<file path="src/rtl/ppg_calib_pkg.sv">
// ============================================================================
// ppg_calib_pkg : shared widths, thresholds and FSM states for the PPG calibration controller
// Revision      : 1.0
// ============================================================================
`default_nettype none

package ppg_calib_pkg;

   localparam int DC_W   = 7;
   localparam int GAIN_W = 4;
   localparam int ADC_W  = 8;
   localparam int CNT_W  = 8;
   localparam int IDX_W  = 3;

   localparam logic [ADC_W-1:0] TARGET_DEF     = 8'd128;
   localparam logic [ADC_W-1:0] PEAK_LIMIT_DEF = 8'd224;

   typedef enum logic [3:0] {
      IDLE    = 4'd0,
      DC_SET  = 4'd1,
      DC_WAIT = 4'd2,
      DC_DEC  = 4'd3,
      G_SET   = 4'd4,
      G_WAIT  = 4'd5,
      G_PEAK  = 4'd6,
      G_DEC   = 4'd7,
      DONE    = 4'd8
   } state_t;

endpackage

`default_nettype wire

</file>
<file path="src/rtl/ppg_calib_controller_sar_step.sv">
// ============================================================================
// sar_step : generic N-bit successive-approximation register, MSB first
// Revision : 1.0
// ============================================================================
`default_nettype none

module sar_step
   import ppg_calib_pkg::*;
#(
   parameter int W = 4
) (
   input  logic         clk,
   input  logic         rst_n,
   input  logic         clr,
   input  logic         set_bit,
   input  logic         decide,
   input  logic         keep,
   output logic [W-1:0] code,
   output logic         last
);

   logic [W-1:0]     code_q, code_d;
   logic [IDX_W-1:0] idx_q, idx_d;
   logic [W-1:0]     mask;

   assign mask = W'(1) << idx_q;

   always_comb begin
      code_d = code_q;
      idx_d  = idx_q;
      if (clr) begin
         code_d = '0;
         idx_d  = IDX_W'(W - 1);
      end else if (set_bit) begin
         code_d = code_q | mask;
      end else if (decide) begin
         if (!keep) code_d = code_q & ~mask;
         // Hold at bit 0 so the index never wraps; clr reloads it.
         if (idx_q != '0) idx_d = idx_q - 1'b1;
      end
   end

   always_ff @(posedge clk or negedge rst_n) begin
      if (!rst_n) begin
         code_q <= '0;
         idx_q  <= IDX_W'(W - 1);
      end else begin
         code_q <= code_d;
         idx_q  <= idx_d;
      end
   end

   assign code = code_q;
   assign last = (idx_q == '0);

endmodule

`default_nettype wire

</file>
<file path="src/rtl/ppg_calib_controller.sv">
// ============================================================================
// ppg_calib_controller : SAR calibration of DC compensation then PGA gain
// Revision             : 1.0
// ============================================================================
`default_nettype none

module ppg_calib_controller
   import ppg_calib_pkg::*;
#(
   parameter int               SETTLE_CYC = 4,
   parameter int               PEAK_WIN   = 8,
   parameter logic [ADC_W-1:0] TARGET     = TARGET_DEF,
   parameter logic [ADC_W-1:0] PEAK_LIMIT = PEAK_LIMIT_DEF
) (
   input  logic              clk,
   input  logic              rst_n,
   input  logic              start,
   input  logic              ch_sel,
   input  logic              abort,
   input  logic [ADC_W-1:0]  vppg,
   output logic [DC_W-1:0]   dc_comp,
   output logic [GAIN_W-1:0] pga_gain,
   output logic              led_red,
   output logic              led_ir,
   output logic              busy,
   output logic              done,
   output logic              dc_sat
);

   state_t           state_q, state_d;
   logic [CNT_W-1:0] settle_q, settle_d;
   logic [CNT_W-1:0] peak_q, peak_d;
   logic [ADC_W-1:0] max_q, max_d;
   logic             ch_q, ch_d;
   logic             sat_q, sat_d;

   logic sar_clr, dc_set, dc_dec, g_set, g_dec;
   logic dc_last, g_last;

   always_comb begin
      state_d  = state_q;
      settle_d = settle_q;
      peak_d   = peak_q;
      max_d    = max_q;
      ch_d     = ch_q;
      sat_d    = sat_q;
      sar_clr  = 1'b0;
      dc_set   = 1'b0;
      dc_dec   = 1'b0;
      g_set    = 1'b0;
      g_dec    = 1'b0;

      if (abort && state_q != IDLE) begin
         state_d = IDLE;
         sar_clr = 1'b1;
      end else begin
         case (state_q)
            IDLE: begin
               if (start && !abort) begin
                  ch_d    = ch_sel;
                  sat_d   = 1'b0;
                  sar_clr = 1'b1;
                  state_d = DC_SET;
               end
            end
            DC_SET: begin
               dc_set   = 1'b1;
               settle_d = CNT_W'(SETTLE_CYC - 1);
               state_d  = DC_WAIT;
            end
            DC_WAIT: begin
               if (settle_q == '0) state_d = DC_DEC;
               else                settle_d = settle_q - 1'b1;
            end
            DC_DEC: begin
               dc_dec  = 1'b1;
               state_d = dc_last ? G_SET : DC_SET;
            end
            G_SET: begin
               g_set    = 1'b1;
               settle_d = CNT_W'(SETTLE_CYC - 1);
               peak_d   = CNT_W'(PEAK_WIN - 1);
               max_d    = '0;
               state_d  = G_WAIT;
            end
            G_WAIT: begin
               if (settle_q == '0) state_d = G_PEAK;
               else                settle_d = settle_q - 1'b1;
            end
            G_PEAK: begin
               if (vppg > max_q) max_d = vppg;
               if (peak_q == '0) state_d = G_DEC;
               else              peak_d = peak_q - 1'b1;
            end
            G_DEC: begin
               g_dec = 1'b1;
               if (g_last) begin
                  // DC code is frozen during the gain search, so saturation is final here.
                  sat_d   = (dc_comp == '0) || (dc_comp == '1);
                  state_d = DONE;
               end else begin
                  state_d = G_SET;
               end
            end
            DONE:    state_d = IDLE;
            default: state_d = IDLE;
         endcase
      end
   end

   always_ff @(posedge clk or negedge rst_n) begin
      if (!rst_n) begin
         state_q  <= IDLE;
         settle_q <= '0;
         peak_q   <= '0;
         max_q    <= '0;
         ch_q     <= 1'b0;
         sat_q    <= 1'b0;
      end else begin
         state_q  <= state_d;
         settle_q <= settle_d;
         peak_q   <= peak_d;
         max_q    <= max_d;
         ch_q     <= ch_d;
         sat_q    <= sat_d;
      end
   end

   sar_step #(.W(DC_W)) u_dc_sar (
      .clk     (clk),
      .rst_n   (rst_n),
      .clr     (sar_clr),
      .set_bit (dc_set),
      .decide  (dc_dec),
      .keep    (vppg >= TARGET),
      .code    (dc_comp),
      .last    (dc_last)
   );

   sar_step #(.W(GAIN_W)) u_gain_sar (
      .clk     (clk),
      .rst_n   (rst_n),
      .clr     (sar_clr),
      .set_bit (g_set),
      .decide  (g_dec),
      .keep    (max_q <= PEAK_LIMIT),
      .code    (pga_gain),
      .last    (g_last)
   );

   assign busy    = (state_q != IDLE);
   assign done    = (state_q == DONE);
   assign led_red = busy & ~ch_q;
   assign led_ir  = busy & ch_q;
   assign dc_sat  = sat_q;

endmodule

`default_nettype wire
</file>
<file path="config.mk">
export PLATFORM = sky130hd
export DESIGN_NAME = ppg_calib_controller
export DESIGN_NICKNAME = d
export VERILOG_FILES = /design/src/rtl/ppg_calib_pkg.sv /design/src/rtl/ppg_calib_controller_sar_step.sv /design/src/rtl/ppg_calib_controller.sv
export SDC_FILE = /design/constraint.sdc
export NUM_CORES = 1
export LEC_CHECK = 0
export BUFFER_PORTS_ARGS = -buffer_cell sky130_fd_sc_hd__buf_2
export CAP_MARGIN = 20
export CELL_PAD_IN_SITES_DETAIL_PLACEMENT = 0
export CELL_PAD_IN_SITES_GLOBAL_PLACEMENT = 1
export CORE_MARGIN = 3
export CORE_UTILIZATION = 50
export CTS_CLUSTER_DIAMETER = 80
export DETAILED_ROUTE_END_ITERATION = 7
export PLACE_DENSITY_LB_ADDON = 0.1
export SLEW_MARGIN = 20
export SYNTH_ARGS = -nofsm -noshare
export SYNTH_HDL_FRONTEND = slang
export SYNTH_SLANG_ARGS = --single-unit
</file>
<file path="constraint.sdc">
create_clock -name clk -period 5.4 [get_ports clk]
set_input_delay 0.54 -clock clk [delete_from_list [all_inputs] [get_ports clk]]
set_output_delay 0.54 -clock clk [all_outputs]
set_load 0.01 [all_outputs]
</file>
After elaboration in Yosys (flattened, before gate mapping). Cells that the tools add are included.

$add $sub $neg: 4. $lt $le $gt $ge: 3. Eq/ne operators: 22. Shift operators: 2. Muxes and demuxes: 44. Bitwise logic cells: 10. Reductions and logical operators: 34.

Operators by type and width (count): $pmux 8 s2 (3); $mux 4 (10); $pmux 4 s8 (1); $mux 7 (4); $mux 3 (9); $mux 8 (3); $ne 3x3->1 const B (6); $reduce_and 3->1 (6); $eq 4x3->1 const B (4); $logic_not 8->1 (2); $sub 8x1->8 const B (2); $ne 2x2->1 const B (7); $reduce_bool 2->1 (7); $mux 1 (13); $reduce_bool 3->1 (4); $eq 4x2->1 const B (2); $ge 8x8->1 const B (1); $gt 8x8->1 (1); $le 8x8->1 const B (1); $reduce_and 4->1 (2); $and 7x7->7 (1); $eq 7x7->1 const B (1); $logic_not 7->1 (1); $not 7->7 (1); other kinds (20) (27).

Flip-flop bits (word level): 47. Input port bits: 13. Output and inout port bits: 16.

Longest topological paths before layout.
Word-level depth: 7. Depth in mapped cells: 8. Mapped depth without buffers: 7.

By module. Synthesis repeated with hierarchy kept, for this count alone.

Cells, all modules: 320. Area, all modules: 2962.8 µm².

Modules (own cells, without submodules): ppg_calib_controller (times used 1, cells an instance 224, area each 1988.2 µm², seq. area each 750.7 µm²); sar_step (u_dc_sar) (times used 1, cells an instance 57, area each 564.3 µm², seq. area each 252.7 µm²); sar_step (u_gain_sar) (times used 1, cells an instance 39, area each 410.4 µm², seq. area each 177.7 µm²).

Least setup slack after synthesis. No wires, ideal clock.

Path type: input to register. Start: input vppg[1]. End: register max_q[0]. Data arrival time: 1.835 ns. Data required time: 5.321 ns. Path slack: 3.485 ns. Stages: 6. Buffers on the path: 0. Path through: ha_1 -> nor2b_1 -> o211ai_1 -> a21oi_1 -> o31ai_4 -> mux2i_1.

Longest elaborated chain between the ends: 3.

RTL lines: from (decl) (RTL line ppg_calib_controller.sv:20) `input logic [ADC_W-1:0] vppg,`; $gt 8x8->1 (RTL line ppg_calib_controller.sv:91) `if (vppg > max_q) max_d = vppg;`; $ne 2x2->1 (no source line); $reduce_and 3->1 (no source line); to (signal assigned) (RTL line ppg_calib_controller.sv:123) `max_q <= max_d;`; to (decl) (RTL line ppg_calib_controller.sv:33) `logic [ADC_W-1:0] max_q, max_d;`.

Every way passes these cells. A chain may end at the register's enable or synchronous reset.

Worst setup path after layout.
Start: register state_q[2]. End: output led_ir.

Longest elaborated chain between the ends: 2.

RTL lines: from (decl) (RTL line ppg_calib_controller.sv:30) `state_t state_q, state_d;`; from (signal assigned) (RTL line ppg_calib_controller.sv:120) `state_q <= state_d;`; $reduce_bool 4->1 (RTL line ppg_calib_controller.sv:151) `assign busy = (state_q != IDLE);`; $and 1x1->1 (RTL line ppg_calib_controller.sv:154) `assign led_ir = busy & ch_q;`; to (decl) (RTL line ppg_calib_controller.sv:24) `output logic led_ir,`.

Every way passes these cells.

==> results by group <==
Synthesis
  – Main synth FF type: dfrtp_1
  – Number of synthesized flops with an enable pin: 0
  – Fraction of registers with async set/reset: between 90% and 100%
  – Syn avg cell area: 9.40 sq um
  – Mapped cell area: slightly above 3000 sq um
  – Register bit count reported by yosys: 47
  – Seq/Total Area, Yosys: 39.0%
  – Yosys warnings: 0
  – Mapped Cells: 322
  – Synth cell types: between 50 and 60
  – Syn nets: around 360

Floorplan
  – Die width: 83.8 um
  – Die H: approximately 84 um
  – Die area: approximately 7000 sq um
  – Row count: 27
  – Core area: about 5700 sq um
  – Initial Utilization: between 50% and 60%
  – IO Pins: 29

Worst setup path
  – CP max stage cell: dfrtp_1
  – Critical-path cell list: nor4_4 -> inv_1 -> and2_1 -> buf_2
  – Worst setup EP type: primary output
  – Critical path's top delay family: flip-flops
  – Arr. time, crit path: roughly 1.7 ns
  – Critical Path Start Type: flip-flop
  – CP required: 4.86 ns
  – Worst path bufs/invs: 2
  – Largest stage delay, worst path: around 0.59 ns
  – CP Max Fanout: 18
  – WS Path Type: flip-flop to primary output

GRT
  – Largest net degree at the start of global routing: between 40 and 50
  – Number of antenna violations at the first check in global routing: 0
  – Overflow after GRT: 0
  – GRT Util Overall: 18.8%
  – Vias in the first global route: 2327
  – Global-route wire length before repair: roughly 11000 um

Clocking
  – Cts bufs inserted: 5
  – Clk pin slew, worst setup/hold paths: ~0.09 ns
  – CTS resizes: 0
  – Longest Clk Path Bufs: 2
  – Clk_lat worst skew: 0.30 ns
  – Clk root buf: clkbuf_8
  – Clock sinks: 47
  – CTS tree: yes
  – CTS Hold Bufs: 0
  – H-Tree Depth: 2
  – # Post-CTS Setup Buffers: 0

Timing
  – Fmax: approximately 0.44 GHz
  – Hold_ws: ~0.24 ns
  – Final period util: 41.8%
  – Final worst slack: 3.14 ns
  – Fin. max-slew vios: 0
  – Worst slew margin: between 50% and 60%
  – Fin crit period: roughly 2.3 ns
  – Measured slew at the worst slew-check pin: ~0.74 ns
  – Setup_tns: 0 ns
  – RSZ-0062 raised after global routing: no
  – Final Hold Viols: 0
  – Skew final: 0.00916 ns
  – Setup violators final: 0

Power and ir drop
  – Combinational Power Share: around 29%
  – Flop pwr share: between 40% and 50%
  – Total power: around 930 uW
  – Clk pwr share: ~23%
  – Cell Pwr Density: between 200 and 300 nW/um^2
  – Pleak: around 1.5 nW
  – Sw Ratio: between 30 and 40%
  – Peak VDD IR: 0.186 mV
  – Int Pwr: a little under 600 uW
  – Psw: around 340 uW

Job
  – MaxCap Viol Count: 0

Detailed routing
  – DR pass1 iterations: 4
  – DRC: 0
  – Iteration-0 DRC count of the detailed router: 116
  – Vias per cell: approximately 5.7
  – Routed Antenna Nets: 0
  – DR WL met3: 192 um
  – DR top layer: met4
  – Total Wirelength: between 6000 and 7000 um
  – Met2 routed WL: 2930 um
  – Via count: 2370
  – Wire length per cell: roughly 15 um
  – M1 WL: about 3100 um

Placement
  – Pre-CTS setup slack: 3.10 ns
  – Port buffer count: 28
  – Routability Congestion: 0.838
  – DP HPWL: ~4500 um

Cells and area
  – Layout cells sized above 1: roughly 16%
  – Antenna diodes: 0
  – Filler Cells Inserted: just over 500
  – Area delta synth->final: 7.19%
  – Nets: 380

Status
  – Status: complete, no violations

Hold path
  – HP Class: primary input to asynchronous set/reset pin
==> cells in the final DEF (no fill, tap or decap), types with 9 or more instances in the layout <==
| cell | n |
|---|---|
| buf_2 | 27 |
| mux2i_1 | 9 |
| inv_1 | 22 |
| o21ai_0 | 17 |
| a21oi_1 | 19 |
| nor2_1 | 32 |
| nand3_1 | 12 |
| ha_1 | 22 |
| nand2_1 | 29 |
| dfrtp_1 | 43 |
==> final timing paths <==
check                                        start                       to  slack (ns)  cells after the start
setup / recovery            state_q[2]$_DFFE_PN0P_                   led_ir        3.14                      4
hold / removal                               rst_n  settle_q[6]$_DFFE_PN0P_        0.24                      1
setup reg to reg            state_q[2]$_DFFE_PN0P_    peak_q[0]$_DFFE_PN0P_        3.23                      5
hold reg to reg            settle_q[7]$_DFFE_PN0P_  settle_q[7]$_DFFE_PN0P_        0.50                      1
max in group asynchronous                    rst_n     max_q[4]$_DFFE_PN0P_        4.76                      1
min in group clk                            ch_sel         ch_q$_DFFE_PN0P_        0.48                      2
==> per-stage QoR <==
step	utilization (%)	instances	cell area, sq um
after CTS	57.0	418	3240
after floorplan	-	322	3030
final	57.2	418	3240
after detailed placement	55.6	410	3160
after global routing	57.2	418	3240
after global placement	55.6	410	3160
==> cells in the mapped netlist, types with 2 or more instances <==
cell       count  area share, %
o21ai_0       17            2.8
dfstp_2        4            3.5
nor4_1         8            1.7
and2_1         2           0.41
nor4b_1        3           0.87
nor2b_1        6            1.2
dfrtp_1       43             36
or3_1          4           0.83
buf_6          3            1.1
a21oi_1       19            3.1
nand2b_1       3           0.62
nand2_1       29            3.6
xnor2_1        5            1.4
nor2_1        32            4.0
mux2i_1        9            3.0
or4_1          3           0.74
and3_1         2           0.41
a31oi_1        3           0.62
nand4_1        5            1.0
clkbuf_1       5           0.62
nand3b_1       5            1.2
ha_1          22            9.1
clkbuf_8       3            1.4
xor2_1         5            1.4
inv_1         22            2.7
o31ai_1        3           0.74
nand3_1       12            2.0
o2111ai_1      3           0.87
o211ai_1       3           0.74
or2_4          2           0.58
and4bb_2       2           0.83
a22o_1         4            1.2
nor3_1         6           0.99
==> area by class of cell <==
type	count	area, sq um	area share [%]
multi-input cells	241	1670	51.4
flip-flops and latches	47	1180	36.4
well taps	72	90.1	2.78
clock buffers	8	80.1	2.47
repair buffers	28	143	4.40
inverters	22	82.6	2.55
==> power groups by stage <==
stage	logic (mW)	registers, mW	clock network (mW)
floorplan	0.228	0.436	0
detailed placement	0.268	0.459	0
CTS	0.270	0.452	0.212
finish	0.267	0.454	0.209
global placement	0.267	0.458	0
global route	0.307	0.462	0.228
==> cells by family after synthesis <==
group                    count (synthesis)  share of synthesized area, %
flip-flops                              47                          39.0
multiplexers                            10                          3.35
AO/OA/AOI/OAI                           64                          14.5
XOR/XNOR                                10                          2.89
buffers and inverters                   34                          6.08
adder cells (fa/ha/maj)                 22                          9.09
AND/OR/NAND/NOR                        135                          25.1
==> registers in the layout, summed over array words and instances, names as in the netlist <==
| signal | flops |
|---|---|
| max_q | 8 |
| ch_q | 1 |
| settle_q | 8 |
| u_gain_sar.code | 4 |
| u_gain_sar.idx_q | 3 |
| u_dc_sar.idx_q | 3 |
| dc_sat | 1 |
| state_q | 4 |
| u_dc_sar.code | 7 |
| peak_q | 8 |
==> routing by layer <==
metal,global-route usage (%),vias to the layer above
li1,-,1194
met1,25.5,1144
met2,30.9,26
met3,3.36,6
met4,4.82,0
met5,0,-
No activity file was read; power rests on OpenSTA's default activity.
